`src/rtl/vga_pkg.sv`:
```
// Shared VGA scanout types and default 640x480@60 raster timing.
package vga_pkg;

    localparam int unsigned N_DEF        = 16;
    localparam int unsigned H_ACTIVE_DEF = 640;
    localparam int unsigned H_FP_DEF     = 16;
    localparam int unsigned H_SYNC_DEF   = 96;
    localparam int unsigned H_BP_DEF     = 48;
    localparam int unsigned V_ACTIVE_DEF = 480;
    localparam int unsigned V_FP_DEF     = 10;
    localparam int unsigned V_SYNC_DEF   = 2;
    localparam int unsigned V_BP_DEF     = 33;
    localparam int unsigned CNT_W_DEF    = 11;

    typedef enum logic [1:0] {
        IDLE = 2'd0,
        WAIT = 2'd1,
        RUN  = 2'd2
    } scanout_state_t;

    typedef struct packed {
        logic [4:0] r;
        logic [5:0] g;
        logic [4:0] b;
    } rgb565_t;

endpackage

```
`src/rtl/vga_raster_counter.sv`:
```
// Free-running h/v raster counters with active, sync and end-of-frame decode.
module vga_raster_counter #(
    parameter int unsigned CNT_W    = 11,
    parameter int unsigned H_ACTIVE = 640,
    parameter int unsigned H_FP     = 16,
    parameter int unsigned H_SYNC   = 96,
    parameter int unsigned H_BP     = 48,
    parameter int unsigned V_ACTIVE = 480,
    parameter int unsigned V_FP     = 10,
    parameter int unsigned V_SYNC   = 2,
    parameter int unsigned V_BP     = 33
) (
    input  logic             iCLOCK,
    input  logic             iRESET_SYNC,
    output logic [CNT_W-1:0] h_count,
    output logic [CNT_W-1:0] v_count,
    output logic             active_c,
    output logic             hs_c,
    output logic             vs_c,
    output logic             last_of_frame_c
);

    localparam int unsigned H_TOTAL  = H_ACTIVE + H_FP + H_SYNC + H_BP;
    localparam int unsigned V_TOTAL  = V_ACTIVE + V_FP + V_SYNC + V_BP;
    localparam int unsigned HS_START = H_ACTIVE + H_FP;
    localparam int unsigned HS_END   = HS_START + H_SYNC;
    localparam int unsigned VS_START = V_ACTIVE + V_FP;
    localparam int unsigned VS_END   = VS_START + V_SYNC;

    logic h_last_c;
    logic v_last_c;

    assign h_last_c = (h_count == CNT_W'(H_TOTAL - 1));
    assign v_last_c = (v_count == CNT_W'(V_TOTAL - 1));

    always_ff @(posedge iCLOCK) begin
        if (iRESET_SYNC) begin
            h_count <= '0;
            v_count <= '0;
        end else if (h_last_c) begin
            h_count <= '0;
            v_count <= v_last_c ? '0 : v_count + CNT_W'(1);
        end else begin
            h_count <= h_count + CNT_W'(1);
        end
    end

    assign active_c        = (h_count < CNT_W'(H_ACTIVE)) && (v_count < CNT_W'(V_ACTIVE));
    assign hs_c            = (h_count >= CNT_W'(HS_START)) && (h_count < CNT_W'(HS_END));
    assign vs_c            = (v_count >= CNT_W'(VS_START)) && (v_count < CNT_W'(VS_END));
    assign last_of_frame_c = h_last_c && v_last_c;

endmodule

```
`src/rtl/vga_pixel_scanout.sv`:
```
// Pixel-clock VGA scanout: raster timing, FWFT FIFO pops per active pixel, registered pins.
module vga_pixel_scanout
    import vga_pkg::*;
#(
    parameter int unsigned N        = N_DEF,
    parameter int unsigned H_ACTIVE = H_ACTIVE_DEF,
    parameter int unsigned H_FP     = H_FP_DEF,
    parameter int unsigned H_SYNC   = H_SYNC_DEF,
    parameter int unsigned H_BP     = H_BP_DEF,
    parameter int unsigned V_ACTIVE = V_ACTIVE_DEF,
    parameter int unsigned V_FP     = V_FP_DEF,
    parameter int unsigned V_SYNC   = V_SYNC_DEF,
    parameter int unsigned V_BP     = V_BP_DEF,
    parameter logic        H_POL    = 1'b0,
    parameter logic        V_POL    = 1'b0,
    parameter int unsigned CNT_W    = CNT_W_DEF
) (
    input  logic         iCLOCK,
    input  logic         iRESET_SYNC,
    input  logic         iDISP_ENABLE,
    input  logic         iFIFO_EMPTY,
    input  logic [N-1:0] iFIFO_DATA,
    output logic         oFIFO_RD_EN,
    output logic         oVGA_HSYNC,
    output logic         oVGA_VSYNC,
    output logic         oVGA_DE,
    output logic [4:0]   oVGA_R,
    output logic [5:0]   oVGA_G,
    output logic [4:0]   oVGA_B,
    output logic         oFRAME_START,
    output logic         oUNDERFLOW,
    input  logic         iUNDERFLOW_CLEAR
);

    logic [CNT_W-1:0] h_count;
    logic [CNT_W-1:0] v_count;
    logic             active_c;
    logic             hs_c;
    logic             vs_c;
    logic             last_of_frame_c;

    scanout_state_t   state;
    scanout_state_t   state_nxt;
    logic             pixel_c;
    logic             pop_c;
    logic             underflow_set_c;
    logic             frame_start_c;
    rgb565_t          fifo_pix_c;
    rgb565_t          pix_q;

    vga_raster_counter #(
        .CNT_W    (CNT_W),
        .H_ACTIVE (H_ACTIVE),
        .H_FP     (H_FP),
        .H_SYNC   (H_SYNC),
        .H_BP     (H_BP),
        .V_ACTIVE (V_ACTIVE),
        .V_FP     (V_FP),
        .V_SYNC   (V_SYNC),
        .V_BP     (V_BP)
    ) u_raster (
        .iCLOCK          (iCLOCK),
        .iRESET_SYNC     (iRESET_SYNC),
        .h_count         (h_count),
        .v_count         (v_count),
        .active_c        (active_c),
        .hs_c            (hs_c),
        .vs_c            (vs_c),
        .last_of_frame_c (last_of_frame_c)
    );

    assign fifo_pix_c = rgb565_t'(iFIFO_DATA[15:0]);

    always_ff @(posedge iCLOCK) begin
        if (iRESET_SYNC) begin
            state <= IDLE;
        end else begin
            state <= state_nxt;
        end
    end

    // Mode changes only at the last cycle of a frame, so a frame is never cut short.
    always_comb begin
        state_nxt       = state;
        pixel_c         = 1'b0;
        pop_c           = 1'b0;
        underflow_set_c = 1'b0;
        frame_start_c   = 1'b0;
        case (state)
            IDLE: begin
                if (iDISP_ENABLE) begin
                    state_nxt = WAIT;
                end
            end
            WAIT: begin
                if (!iDISP_ENABLE) begin
                    state_nxt = IDLE;
                end else if (last_of_frame_c) begin
                    state_nxt = RUN;
                end
            end
            RUN: begin
                pixel_c         = active_c;
                pop_c           = active_c && !iFIFO_EMPTY && !iRESET_SYNC;
                underflow_set_c = active_c && iFIFO_EMPTY;
                frame_start_c   = (h_count == '0) && (v_count == '0);
                if (last_of_frame_c && !iDISP_ENABLE) begin
                    state_nxt = IDLE;
                end
            end
            default: state_nxt = IDLE;
        endcase
    end

    assign oFIFO_RD_EN = pop_c;

    // Pin registers: everything derived from (h,v) shows up one cycle later, aligned.
    always_ff @(posedge iCLOCK) begin
        if (iRESET_SYNC) begin
            oVGA_HSYNC   <= ~H_POL;
            oVGA_VSYNC   <= ~V_POL;
            oVGA_DE      <= 1'b0;
            pix_q        <= '0;
            oFRAME_START <= 1'b0;
            oUNDERFLOW   <= 1'b0;
        end else begin
            oVGA_HSYNC   <= hs_c ? H_POL : ~H_POL;
            oVGA_VSYNC   <= vs_c ? V_POL : ~V_POL;
            oVGA_DE      <= pixel_c;
            pix_q        <= pop_c ? fifo_pix_c : '0;
            oFRAME_START <= frame_start_c;
            if (underflow_set_c) begin
                oUNDERFLOW <= 1'b1;
            end else if (iUNDERFLOW_CLEAR) begin
                oUNDERFLOW <= 1'b0;
            end
        end
    end

    assign oVGA_R = pix_q.r;
    assign oVGA_G = pix_q.g;
    assign oVGA_B = pix_q.b;

endmodule

```
`config.mk`:
```
export PLATFORM = sky130hd
export DESIGN_NAME = vga_pixel_scanout
export DESIGN_NICKNAME = d
export VERILOG_FILES = /design/src/rtl/vga_pkg.sv /design/src/rtl/vga_raster_counter.sv /design/src/rtl/vga_pixel_scanout.sv
export SDC_FILE = /design/constraint.sdc
export NUM_CORES = 1
export LEC_CHECK = 0
export CORE_MARGIN = 2
export CORE_UTILIZATION = 49
export DETAILED_ROUTE_END_ITERATION = 7
export PLACE_DENSITY_LB_ADDON = 0.08
export SLEW_MARGIN = 40
export SYNTH_ARGS = -nofsm -noshare
export SYNTH_HDL_FRONTEND = slang
export SYNTH_SLANG_ARGS = --single-unit
```
`constraint.sdc`:
```
create_clock -name iCLOCK -period 2.34 [get_ports iCLOCK]
set_input_delay 0.234 -clock iCLOCK [delete_from_list [all_inputs] [get_ports iCLOCK]]
set_output_delay 0.234 -clock iCLOCK [all_outputs]
set_load 0.1 [all_outputs]
```
==> results of run 1 <==
[layer usage]
metal | vias up | GRT usage (%) | share of wire (%)
li1 | 761 | - | -
met1 | 719 | 21.8 | 43
met2 | 24 | 32.3 | 52
met3 | 7 | 4.11 | 3.1
met4 | 0 | 8.85 | 1.9
met5 | - | 0 | 0
[worst paths after layout]
path                            slack, ns                 from                   to
worst max-delay path                 0.33  u_raster.h_count[0]             state[1]
worst min-delay path                 0.48       iFIFO_DATA[13]            oVGA_R[2]
worst max register to register       0.33  u_raster.h_count[0]             state[1]
worst min register to register       0.49  u_raster.h_count[0]  u_raster.h_count[0]
[flip-flops by register name (all words and copies together) (netlist names)]
name	count
oVGA_R	5
oVGA_B	5
oVGA_VSYNC	1
u_raster.h_count	11
oFRAME_START	1
oUNDERFLOW	1
oVGA_DE	1
state	2
oVGA_HSYNC	1
oVGA_G	6
u_raster.v_count	11
[kinds of logic after synthesis]
logic type | count (synthesis)
buffers and inverters | 15
adder cells (fa/ha/maj) | 4
AND/OR/NAND/NOR | 98
AO/OA/AOI/OAI | 20
XOR/XNOR | 12
flip-flops | 45
[power by group]
group	switching [mW]	internal [mW]
sequential	0.00556	0.770
clock	0.273	0.212
combinational	0.0205	0.0392
[area by class of cell]
class	count	area [um2]	share of cell area, %
Clock buffer	5	68.8	2.93
Clock inverter	3	21.3	0.907
Inverter	7	26.3	1.12
Multi-Input combinational cell	134	876	37.3
Sequential cell	45	901	38.4
Tap cell	48	60.1	2.56
Timing Repair Buffer	44	393	16.7
[worst max-delay path, stage by stage (launching register included)]
cell and delay [ns]:
dfxtp_1 0.40, ha_1 0.23, and4_1 0.42, nand3_2 0.21
or4_1 0.55, a21oi_1 0.15
[cell usage after synthesis, types with 2 or more instances]
cell type	instances	area, um2
dfxtp_1	45	901
and2_1	16	100
nor2_1	16	60.1
nand3_1	11	55.1
a21oi_1	9	45.0
nand4_1	9	56.3
xor2_1	8	70.1
inv_1	7	26.3
nand2_1	7	26.3
nor3_1	6	30.0
nor2b_1	5	31.3
o31ai_1	5	37.5
or4_1	5	37.5
clkbuf_1	4	15.0
ha_1	4	50.1
o21ai_0	4	20.0
xnor2_1	4	35.0
and4_1	3	26.3
and3_1	2	12.5
buf_4	2	15.0
buf_6	2	22.5
nor3b_1	2	15.0
nor4_1	2	12.5
or3_1	2	12.5
or3_2	2	15.0
[through the flow]
| step | cell area (um2) | hold slack (ns) | instances | util (%) |
|---|---|---|---|---|
| after floorplan | 1860 | 0.356 | 194 | - |
| after global placement | 2260 | 0.451 | 278 | 61.6 |
| after detailed placement | 2260 | 0.477 | 278 | 61.6 |
| after CTS | 2350 | 0.473 | 286 | 64.1 |
| after global routing | 2350 | 0.469 | 286 | 64.1 |
| final | 2350 | 0.479 | 286 | 64.1 |
==> impl_metrics.csv, run 1 <==
group,metric,value,unit
logic_synthesis,avgSynthCellArea,9.56,um2
die,dieArea,4290,um2
route,vias,1511,
route,avgRoutedWirePerCell,13.1,um
clock_tree,h-tree-depth,2,
critical_path,cp.required,2.58,ns
die,core_area,3660,um2
power,vdd_drop_max,0.000360,V
clock_tree,path_clk_slew,0.09,ns
power,totalPowerFinal,1.32,mW
logic_synthesis,synth_top_family_by_area,"simple AND/OR/NAND/NOR gates",
outcome,status,"finished clean",
clock_tree,cts_buffers,5,
global_routing,gr-usage-all-layers,18.7,%
flow_run,cap_violations,0,
cells_and_area,syn_to_final_growth,26.4,%
route,wirelength,3740,um
route,firstDrtPassIters,4,
die,ios,43,
logic_synthesis,synth-xor-area-share,5.66,%
die,start_util,50.7,%
clock_tree,cts_hold_buf,0,
cells_and_area,diodes,0,
clock_tree,ctsResizeCount,0,
logic_synthesis,synthArstFlopShare,0,%
placement,place_congestion,0.872,
critical_path,end_kind,"flip-flop",
power,p_leak,0.904,nW
cells_and_area,final_nets,262,
timing,max_slew_margin,70.6,%
timing,grt_setup_unrepaired,"no",
critical_path,r2r_cells,5,
timing,min_period_over_period,85.8,%
hold_path,worstHoldPathType,"in2reg",
timing,totalNegativeSetupSlack,0,ns
critical_path,path_max_fanout,8,
logic_synthesis,syn_area,1860,um2
cells_and_area,fillers,326,
global_routing,grt_pass1_wl,6110,um
die,die_w,65.5,um
logic_synthesis,synth_compound_area_share,6.61,%
timing,setup_viol,0,
cells_and_area,most-common-layout-cells,"dfxtp_1 (45), buf_4 (23), clkdlybuf4s50_1 (20)",
logic_synthesis,syn_nets,219,
power,pwr_density_cell,563,nW/um2
die,die_h,65.5,um
logic_synthesis,synth-main-ff-cell,"dfxtp_1",
timing,fmax,498,MHz
timing,hold_violations,0,
clock_tree,cts_tree,"done",
placement,post-place-ws,0.330,ns
global_routing,antenna_found_initial,0,
logic_synthesis,ys_seq_area_share,48.6,%
placement,io_buffer_count,42,
global_routing,grt_max_degree,17,
clock_tree,post_cts_buffers,0,
logic_synthesis,synth_edf_count,0,
clock_tree,cts-root-buf,"clkbuf_8",
logic_synthesis,synthCells,194,
critical_path,cp.arrival,2.25,ns
route,drtIter0Drc,112,
timing,maxSlewViolCount,0,
route,drc,0,
global_routing,overflow,0,
timing,worst_pin_slew,0.441,ns
clock_tree,clock_sinks,45,
global_routing,grt_pass1_vias,1425,
critical_path,critPathKind,"reg2reg",
clock_tree,clk_path_buf_depth,2,
clock_tree,clock_latency,0.31,ns
logic_synthesis,synthMuxAreaShare,0,%
timing,layout_setup_ws,0.333,ns
logic_synthesis,yosys_register_bits,45,
cells_and_area,final_common_cell,"dfxtp_1",
timing,finalClockSkew,0.00812,ns
placement,post-dp-hpwl,2780,um
die,row_count,22,
route,vias_per_cell,5.28,
logic_synthesis,synth-simple-area-share,32.2,%
route,detail-route-antenna-nets,0,
logic_synthesis,yosysUniqueCellTypes,37,
timing,period_needed,2.01,ns
cells_and_area,drive_gt1_share,17.2,%
critical_path,worst_setup_path_start_kind,"flip-flop",
hold_path,hold-path-cell-count,2,
logic_synthesis,synth_warnings,0,
logic_synthesis,synth_fa_ha_area_share,2.70,%
Power figures use the tool's default switching activity.
==> run 2: changes to the inputs <==
==> constraint.sdc (replaced) <==
create_clock -name iCLOCK -period 1.9 [get_ports iCLOCK]
set_input_delay 0.19 -clock iCLOCK [delete_from_list [all_inputs] [get_ports iCLOCK]]
set_output_delay 0.19 -clock iCLOCK [all_outputs]
set_load 0.1 [all_outputs]
==> run 2 against run 1 <==
Wire length up 3.0%. Non-clock buffer count is 9 higher. Clock power up 27%. Global-route usage up 0.63 points. Register-to-register slack worse by 0.20 ns. Combinational power increased by 26%. Die area unchanged. Fmax increased by 13%. Sequential share of layout area down 1.4 points. Worst hold slack got worse by 0.039 ns.
==> impl_metrics.csv, run 2 (same netlist as run 1, synthesis figures left out) <==
group,metric,value,unit
power,p_seq_share,58.0,%
critical_path,cp.arrival,2.01,ns
global_routing,use_met2,30.4,%
timing,fmax,565,MHz
route,vias,1545,
die,row_count,22,
power,p_leak,0.956,nW
placement,place_congestion,0.871,
route,wirelength,3850,um
power,switching_share,21.5,%
clock_tree,path_clk_slew,0.09,ns
global_routing,grt_pass1_wl,6380,um
critical_path,end_kind,"flip-flop",
power,power.share.clock,37.4,%
placement,placedCellCount,287,
critical_path,worst_setup_path_start_kind,"flip-flop",
timing,whs,0.440,ns
flow_run,cap_violations,0,
global_routing,met1_usage,24.4,%
global_routing,grt_pass1_vias,1440,
cells_and_area,fin_util,66.6,%
critical_path,critPathKind,"reg2reg",
timing,worst_pin_slew,0.313,ns
die,dieArea,4290,um2
global_routing,gr-usage-all-layers,19.3,%
clock_tree,post_cts_buffers,0,
cells_and_area,final_common_cell,"dfxtp_1",
power,vdd_drop_max,0.000463,V
cells_and_area,diodes,0,
clock_tree,cts-root-buf,"clkbuf_8",
outcome,status,"finished clean",
timing,setup_viol,0,
power,combPwrFrac,4.6,%
power,p_int,1.29,mW
clock_tree,cts_tree,"done",
cells_and_area,drive_gt1_share,22.7,%
global_routing,overflow,0,
global_routing,grt_use_met3,4.45,%
route,vias_per_cell,5.24,
timing,min_period_over_period,93.1,%
route,avgRoutedWirePerCell,13.1,um
timing,finalClockSkew,0.00872,ns
power,pwr_density_cell,676,nW/um2
power,p_sw,0.355,mW
global_routing,grt_max_degree,15,
critical_path,cp.required,2.15,ns
die,die_h,65.5,um
cells_and_area,most-common-layout-cells,"dfxtp_1 (44), buf_4 (32), clkdlybuf4s50_1 (20)",
route,drtIter0Drc,170,
cells_and_area,fin_cells,295,
clock_tree,h-tree-depth,2,
route,detail-route-antenna-nets,0,
cells_and_area,syn_to_final_growth,31.5,%
timing,max_slew_margin,79.1,%
global_routing,busiest_layer,"met2",
die,core_area,3660,um2
placement,io_buffer_count,42,
clock_tree,clock_sinks,45,
power,totalPowerFinal,1.65,mW
hold_path,hold-path-cell-count,2,
route,firstDrtPassIters,4,
timing,maxSlewViolCount,0,
timing,hold_violations,0,
clock_tree,clk_path_buf_depth,2,
hold_path,worstHoldPathType,"in2reg",
clock_tree,clock_latency,0.30,ns
global_routing,antenna_found_initial,0,
die,ios,43,
timing,period_needed,1.77,ns
die,start_util,50.7,%
die,die_w,65.5,um
clock_tree,cts_buffers,5,
cells_and_area,fillers,297,
critical_path,r2r_cells,5,
route,drc,0,
timing,grt_setup_unrepaired,"no",
placement,post-dp-hpwl,2830,um
cells_and_area,final_nets,271,
critical_path,path_max_fanout,12,
-- run 2: changes by cell type in the layout (fill, tap and decap cells not counted), sizes merged --
| cell | delta |
|---|---|
| inv | -1 |
| buf | +9 |
| clkinvlp | -1 |
| clkbuf | +1 |
| clkinv | +1 |
-- run 2: per-layer routing --
layer	vias to the layer above	part of all wire, %
met5	-	0
li1	779	-
met2	32	51
met4	0	2.3
met1	725	43
met3	9	3.9
-- run 2: worst max-delay path, stage by stage (launching register included) --
cell	delay (ns)
dfxtp_1	0.37
ha_2	0.22
and4_4	0.27
nand4_4	0.18
or4_1	0.54
a21oi_1	0.14
-- run 2: repair_timing --
| action | CTS | global route |
|---|---|---|
| pin swaps | 0 | 0 |
| resized for setup | 1 | 7 |
| setup endpoints to repair | 1 | 5 |
| hold buffers | 0 | 0 |
-- run 2: power groups by stage --
stage / Combinational [mW] / Clock, mW / Sequential [mW]
floorplan: 0.0244 / 0 / 0.976
detailed placement: 0.0747 / 0 / 0.978
finish: 0.0752 / 0.617 / 0.956
global route: 0.0842 / 0.666 / 0.958
global placement: 0.0732 / 0 / 0.977
CTS: 0.0755 / 0.634 / 0.955
-- run 2: layout make-up --
class                      instances  area [um2]  area share, %
tap                               48        60.1           2.46
sequential                        45         902           37.0
clock inverter                     2        13.8          0.564
clock buffer                       6        82.6           3.38
multi-input combinational        134         895           36.7
inverter                           7        26.3           1.08
timing repair buffer              53         460           18.9
-- run 2: metrics by stage --
stage	TNS [ns]	setup slack, ns	cell area (um2)
after floorplan	0	0.0962	1860
after global placement	0	0.0708	2320
after detailed placement	-0.00515	-0.00515	2320
after CTS	0	0.0307	2420
after global routing	0	0.0153	2440
final	0	0.132	2440
-- run 2: worst paths after layout --
path                            slack [ns]                 from             endpoint
worst max-delay path                  0.13  u_raster.h_count[1]  u_raster.v_count[7]
worst min-delay path                  0.44        iFIFO_DATA[5]            oVGA_G[0]
worst max register to register        0.13  u_raster.h_count[1]  u_raster.v_count[7]
worst min register to register        0.45  u_raster.h_count[0]  u_raster.h_count[0]
==> run 3: changes to the inputs <==
--- a/config.mk
+++ b/config.mk
@@ -6,7 +6,8 @@
 export NUM_CORES = 1
 export LEC_CHECK = 0
 export CORE_MARGIN = 2
-export CORE_UTILIZATION = 49
+export CORE_UTILIZATION = 51
+export CTS_BUF_LIST = sky130_fd_sc_hd__clkbuf_2
 export DETAILED_ROUTE_END_ITERATION = 7
 export PLACE_DENSITY_LB_ADDON = 0.08
 export SLEW_MARGIN = 40
==> run 3 against run 2 <==
Non-clock buffer count increased by 6. Global-route usage grew 0.29 points. Final cell count grew 1.4%. Final area rose by 2.0%. Fmax down 0.10%. Via count is 3.8% higher. Critical endpoint is now oFIFO_RD_EN. Largest cell class unchanged.
==> impl_metrics.csv, run 3 (same netlist as run 1, synthesis figures left out) <==
group,metric,value,unit
die,core_area,3420,um2
cells_and_area,diodes,0,
die,die_w,64.3,um
outcome,status,"finished clean",
timing,whs,0.321,ns
cells_and_area,most-common-layout-cells,"buf_4 (38), dfxtp_1 (32), clkdlybuf4s50_1 (20)",
die,start_util,54.3,%
route,drtIter0Drc,82,
clock_tree,clock_latency,0.39,ns
cells_and_area,final_nets,277,
cells_and_area,syn_to_final_growth,34.1,%
global_routing,antenna_found_initial,0,
route,firstDrtPassIters,4,
clock_tree,path_clk_slew,0.22,ns
clock_tree,clock_sinks,45,
timing,max_slew_margin,78.5,%
placement,io_buffer_count,42,
global_routing,grt_max_degree,17,
clock_tree,cts_tree,"done",
critical_path,critPathKind,"reg2out",
route,vias_per_cell,5.36,
critical_path,cp.arrival,1.58,ns
route,drc,0,
placement,post-place-ws,0.0151,ns
critical_path,path_max_fanout,6,
clock_tree,cts_hold_buf,0,
die,dieArea,4140,um2
die,ios,43,
route,wirelength,4050,um
route,vias,1603,
timing,hold_violations,0,
cells_and_area,fillers,278,
cells_and_area,design_area,2490,um2
placement,placed_area,2310,um2
timing,setup_viol,0,
power,pwr_density_cell,623,nW/um2
clock_tree,cts_buffers,5,
die,die_h,64.3,um
critical_path,cp.required,1.71,ns
critical_path,worst_setup_path_start_kind,"flip-flop",
cells_and_area,drive_gt1_share,28.9,%
hold_path,worstHoldPathType,"in2reg",
global_routing,overflow,0,
flow_run,cap_violations,0,
timing,grt_setup_unrepaired,"yes",
global_routing,grt_pass1_wl,6380,um
timing,min_period_over_period,93.2,%
timing,period_needed,1.77,ns
route,detail-route-antenna-nets,0,
die,row_count,21,
cells_and_area,final_common_cell,"buf_4",
timing,finalClockSkew,0.0200,ns
timing,totalNegativeSetupSlack,0,ns
critical_path,end_kind,"output port",
global_routing,gr-usage-all-layers,19.6,%
power,p_leak,0.988,nW
placement,place_congestion,0.880,
clock_tree,clk_path_buf_depth,2,
placement,post-dp-hpwl,2790,um
clock_tree,h-tree-depth,2,
global_routing,grt_pass1_vias,1407,
clock_tree,cts-root-buf,"clkbuf_2",
timing,layout_setup_ws,0.130,ns
timing,worst_pin_slew,0.321,ns
cells_and_area,multi_input_comb_area,906,um2
timing,maxSlewViolCount,0,
power,vdd_drop_max,0.000753,V
timing,fmax,565,MHz
cells_and_area,fin_util,72.9,%
cells_and_area,regArea,930,um2
route,avgRoutedWirePerCell,13.5,um
[run 3: changes by cell type in the layout (fill, tap and decap cells not counted), moves of 5 or more]
cell,change
buf_4,+6
clkbuf_8,-6
clkbuf_2,+6
dfxtp_1,-12
dfxtp_4,+5
dfxtp_2,+7
[run 3: final timing paths]
kind / startpoint / endpoint / slack (ns) / cells past startpoint
setup / recovery: u_raster.v_count[7] / oFIFO_RD_EN / 0.13 / 4
hold / removal: iFIFO_DATA[10] / oVGA_G[5] / 0.32 / 2
setup reg to reg: u_raster.h_count[0] / u_raster.v_count[7] / 0.14 / 5
hold reg to reg: u_raster.h_count[0] / u_raster.h_count[0] / 0.46 / 1
[run 3: what timing repair did]
action / in CTS / in global routing
pin swaps: 0 / 2
setup endpoints to repair: 4 / 6
resized for setup: 8 / 20
buffers inserted: 1 / 8
[run 3: layout make-up]
class / instances / share of cell area [%]
clock buffers: 6 / 1.21
multi-input cells: 134 / 36.4
flip-flops and latches: 45 / 37.4
repair buffers: 59 / 20.3
clock inverters: 2 / 1.36
inverters: 7 / 1.06
well taps: 46 / 2.31
[run 3: through the flow]
stage | instances | total power, mW
after floorplan | 194 | 1.00
after global routing | 299 | 1.61
after global placement | 283 | 1.05
after detailed placement | 283 | 1.05
final | 299 | 1.55
after CTS | 292 | 1.57
[run 3: critical path, stage by stage (launching register included)]
cell	delay (ns)
dfxtp_4	0.41
nand4_1	0.17
and4_1	0.23
nor2b_4	0.19
buf_12	0.18
[run 3: routing by layer]
metal | global-route usage [%] | up-vias | part of all wire, %
met4 | 7.18 | 0 | 0.67
met3 | 4.75 | 4 | 5.8
li1 | - | 796 | -
met2 | 31.1 | 49 | 52
met1 | 25.8 | 754 | 42
met5 | 0 | - | 0
[run 3: where the power goes]
group          internal, mW  switching, mW
registers             0.947        0.00723
logic                0.0508         0.0270
clock network         0.225          0.294
==> variant, RTL diff (settings of run 3) <==
Re-encode `scanout_state_t` (3 states) as one-hot, 3 bits wide.
--- a/src/rtl/vga_pkg.sv
+++ b/src/rtl/vga_pkg.sv
@@ -14,6 +14,6 @@
 
-    typedef enum logic [1:0] {
-        IDLE = 2'd0,
-        WAIT = 2'd1,
-        RUN  = 2'd2
+    typedef enum logic [2:0] {
+        IDLE = 3'b001,
+        WAIT = 3'b010,
+        RUN  = 3'b100
     } scanout_state_t;
Function: same outputs for any inputs over 10 cycles, from zero or initial values and one cycle with iRESET_SYNC high; not proved beyond that.
==> variant against run 3 <==
The run now ends with negative setup slack left; final area increased by 9.9%; setup slack got worse by 0.29 ns; area after synthesis decreased by 0.40%; first-iteration DRC count increased by 70%; global-route usage increased by 3.8 points; final cell count increased by 9.7%; sequential power increased by 2.9%; wire length increased by 17%; power increased by 12%; maximum frequency decreased by 14%; sequential cell count increased by 1.
==> variant: results (changes against run 3) <==
| Metric | Value |
|---|---|
| Outcome | finished with violations (was finished clean) |
| Violated checks | negative setup slack |
| Beginning of the worst hold path | iFIFO_DATA[4] (was iFIFO_DATA[10]) |
| Post-Synth Adder-Cell Area | 2.71% (was 2.70%) |
| Fin worst setup slack | -0.163 ns (was 0.130 ns) |
| Compound-Gate Fraction of Synth Area | 5.75% (was 6.61%) |
| Critical Path AT | 2.37 ns (was 1.58 ns) |
| FF-to-FF path depth | 6 (was 5) |
| Syn_nets | 228 (was 219) |
| Cts repair resizes | 13 (was 8) |
| DP Wirelength | 3350 um (was 2790 um) |
| Critical path startpoint | u_raster.h_count[5]$_SDFF_PP0_ (was u_raster.v_count[7]$_SDFFE_PP0P_) |
| Latest clock arrival within the worst-skew pair | 0.41 ns (was 0.39 ns) |
| Largest stage delay on the critical path | 0.53 ns (was 0.41 ns) |
| Final net count | 306 (was 277) |
| Synth Area per Inst | 9.10 um2 (was 9.56 um2) |
| Final setup fails | 21 (was 0) |
| Post-CTS Setup Inserts | 4 (was 1) |
| Routed WL | 4710 um (was 4050 um) |
| Synth top cells by count | 46 x dfxtp_1, 22 x nor2_1, 16 x and2_1, 16 x nand3_1, 12 x nand2_1 (was 45 x dfxtp_1, 16 x and2_1, 16 x nor2_1) |
| Total track usage | 23.4% (was 19.6%) |
| Vias per cell | 5.23 (was 5.36) |
| Xor/xnor share of the synthesized area | 6.64% (was 5.66%) |
| Clock buf count | 5 (was 6) |
| Max VDD drop | 0.491 mV (was 0.753 mV) |
| Hold WS | 0.313 ns (was 0.321 ns) |
| Yosys cell types | 34 (was 37) |
| Non-clock buffering overhead | 24.1% (was 20.3%) |
| P_sw | 0.000344 W (was 0.000328 W) |
| Cell Area, Placed | 0.00248 mm2 (was 0.00231 mm2) |
| Final setup TNS | -1.33 ns (was 0 ns) |
| Hold Crit Endpoint | oVGA_B[4]$_SDFF_PP0_ (was oVGA_G[5]$_SDFF_PP0_) |
| Starting DRC count in detailed routing | 139 (was 82) |
| P&R area growth vs syn | 47.9% (was 34.1%) |
| Final Wtd Congestion | 0.890 (was 0.880) |
| Slew HR | 69.5% (was 78.5%) |
| Vias in the first global route | 1643 (was 1407) |
| Nonclk buf count | 79 (was 59) |
| Clock Skew | 0.00952 ns (was 0.0200 ns) |
## variant: cell count changes after synthesis, sizes merged, moves of 3 or more
cell / run 3 / this run
a21oi: 9 / 6
and3: 3 / 0
buf: 4 / 1
clkbuf: 4 / 8
nand2: 7 / 12
nand3: 12 / 16
nand4: 10 / 3
nor2: 17 / 22
nor3: 6 / 9
nor4: 2 / 7
o21ai: 4 / 1
xnor2: 4 / 9
xor2: 8 / 5
## variant: power groups by stage
stage,sequential (W),combinational [W],clock (W)
6_report,0.000982,0.000105,0.000650
5_1_grt,0.000984,0.000116,0.000690
4_1_cts,0.000981,0.000102,0.000660
3_5_place_dp,0.00100,0.0000940,0
3_3_place_gp,0.000999,0.0000904,0
2_1_floorplan,0.00100,0.0000323,0
## variant: how the worst max path moves through the flow
stage | endpoint | slack, ns | cells after the start
after floorplan | u_raster.v_count[8]$_SDFFE_PP0P_ | -0.35 | 6
final | u_raster.v_count[9]$_SDFFE_PP0P_ | -0.16 | 6
after global routing | u_raster.v_count[9]$_SDFFE_PP0P_ | -0.21 | 7
after global placement | u_raster.v_count[8]$_SDFFE_PP0P_ | -0.15 | 4
after CTS | u_raster.v_count[8]$_SDFFE_PP0P_ | -0.16 | 4
after detailed placement | u_raster.v_count[5]$_SDFFE_PP0P_ | -0.18 | 6
## variant: metal layers
layer  vias to the layer above  GRT usage [%]  wire length, um
met3                        11           4.75              211
met2                        54           41.9             2560
met1                       791           27.6             1880
li1                        858              -                -
met5                         -              0                0
met4                         0           7.98               61
## variant: worst reg2reg max path: stages, from the launching register on
cell and delay (ns):
dfxtp_2 0.37, or4_4 0.53, buf_4 0.18, or3_4 0.37, buf_4 0.16, o41ai_2 0.25
a21oi_1 0.11
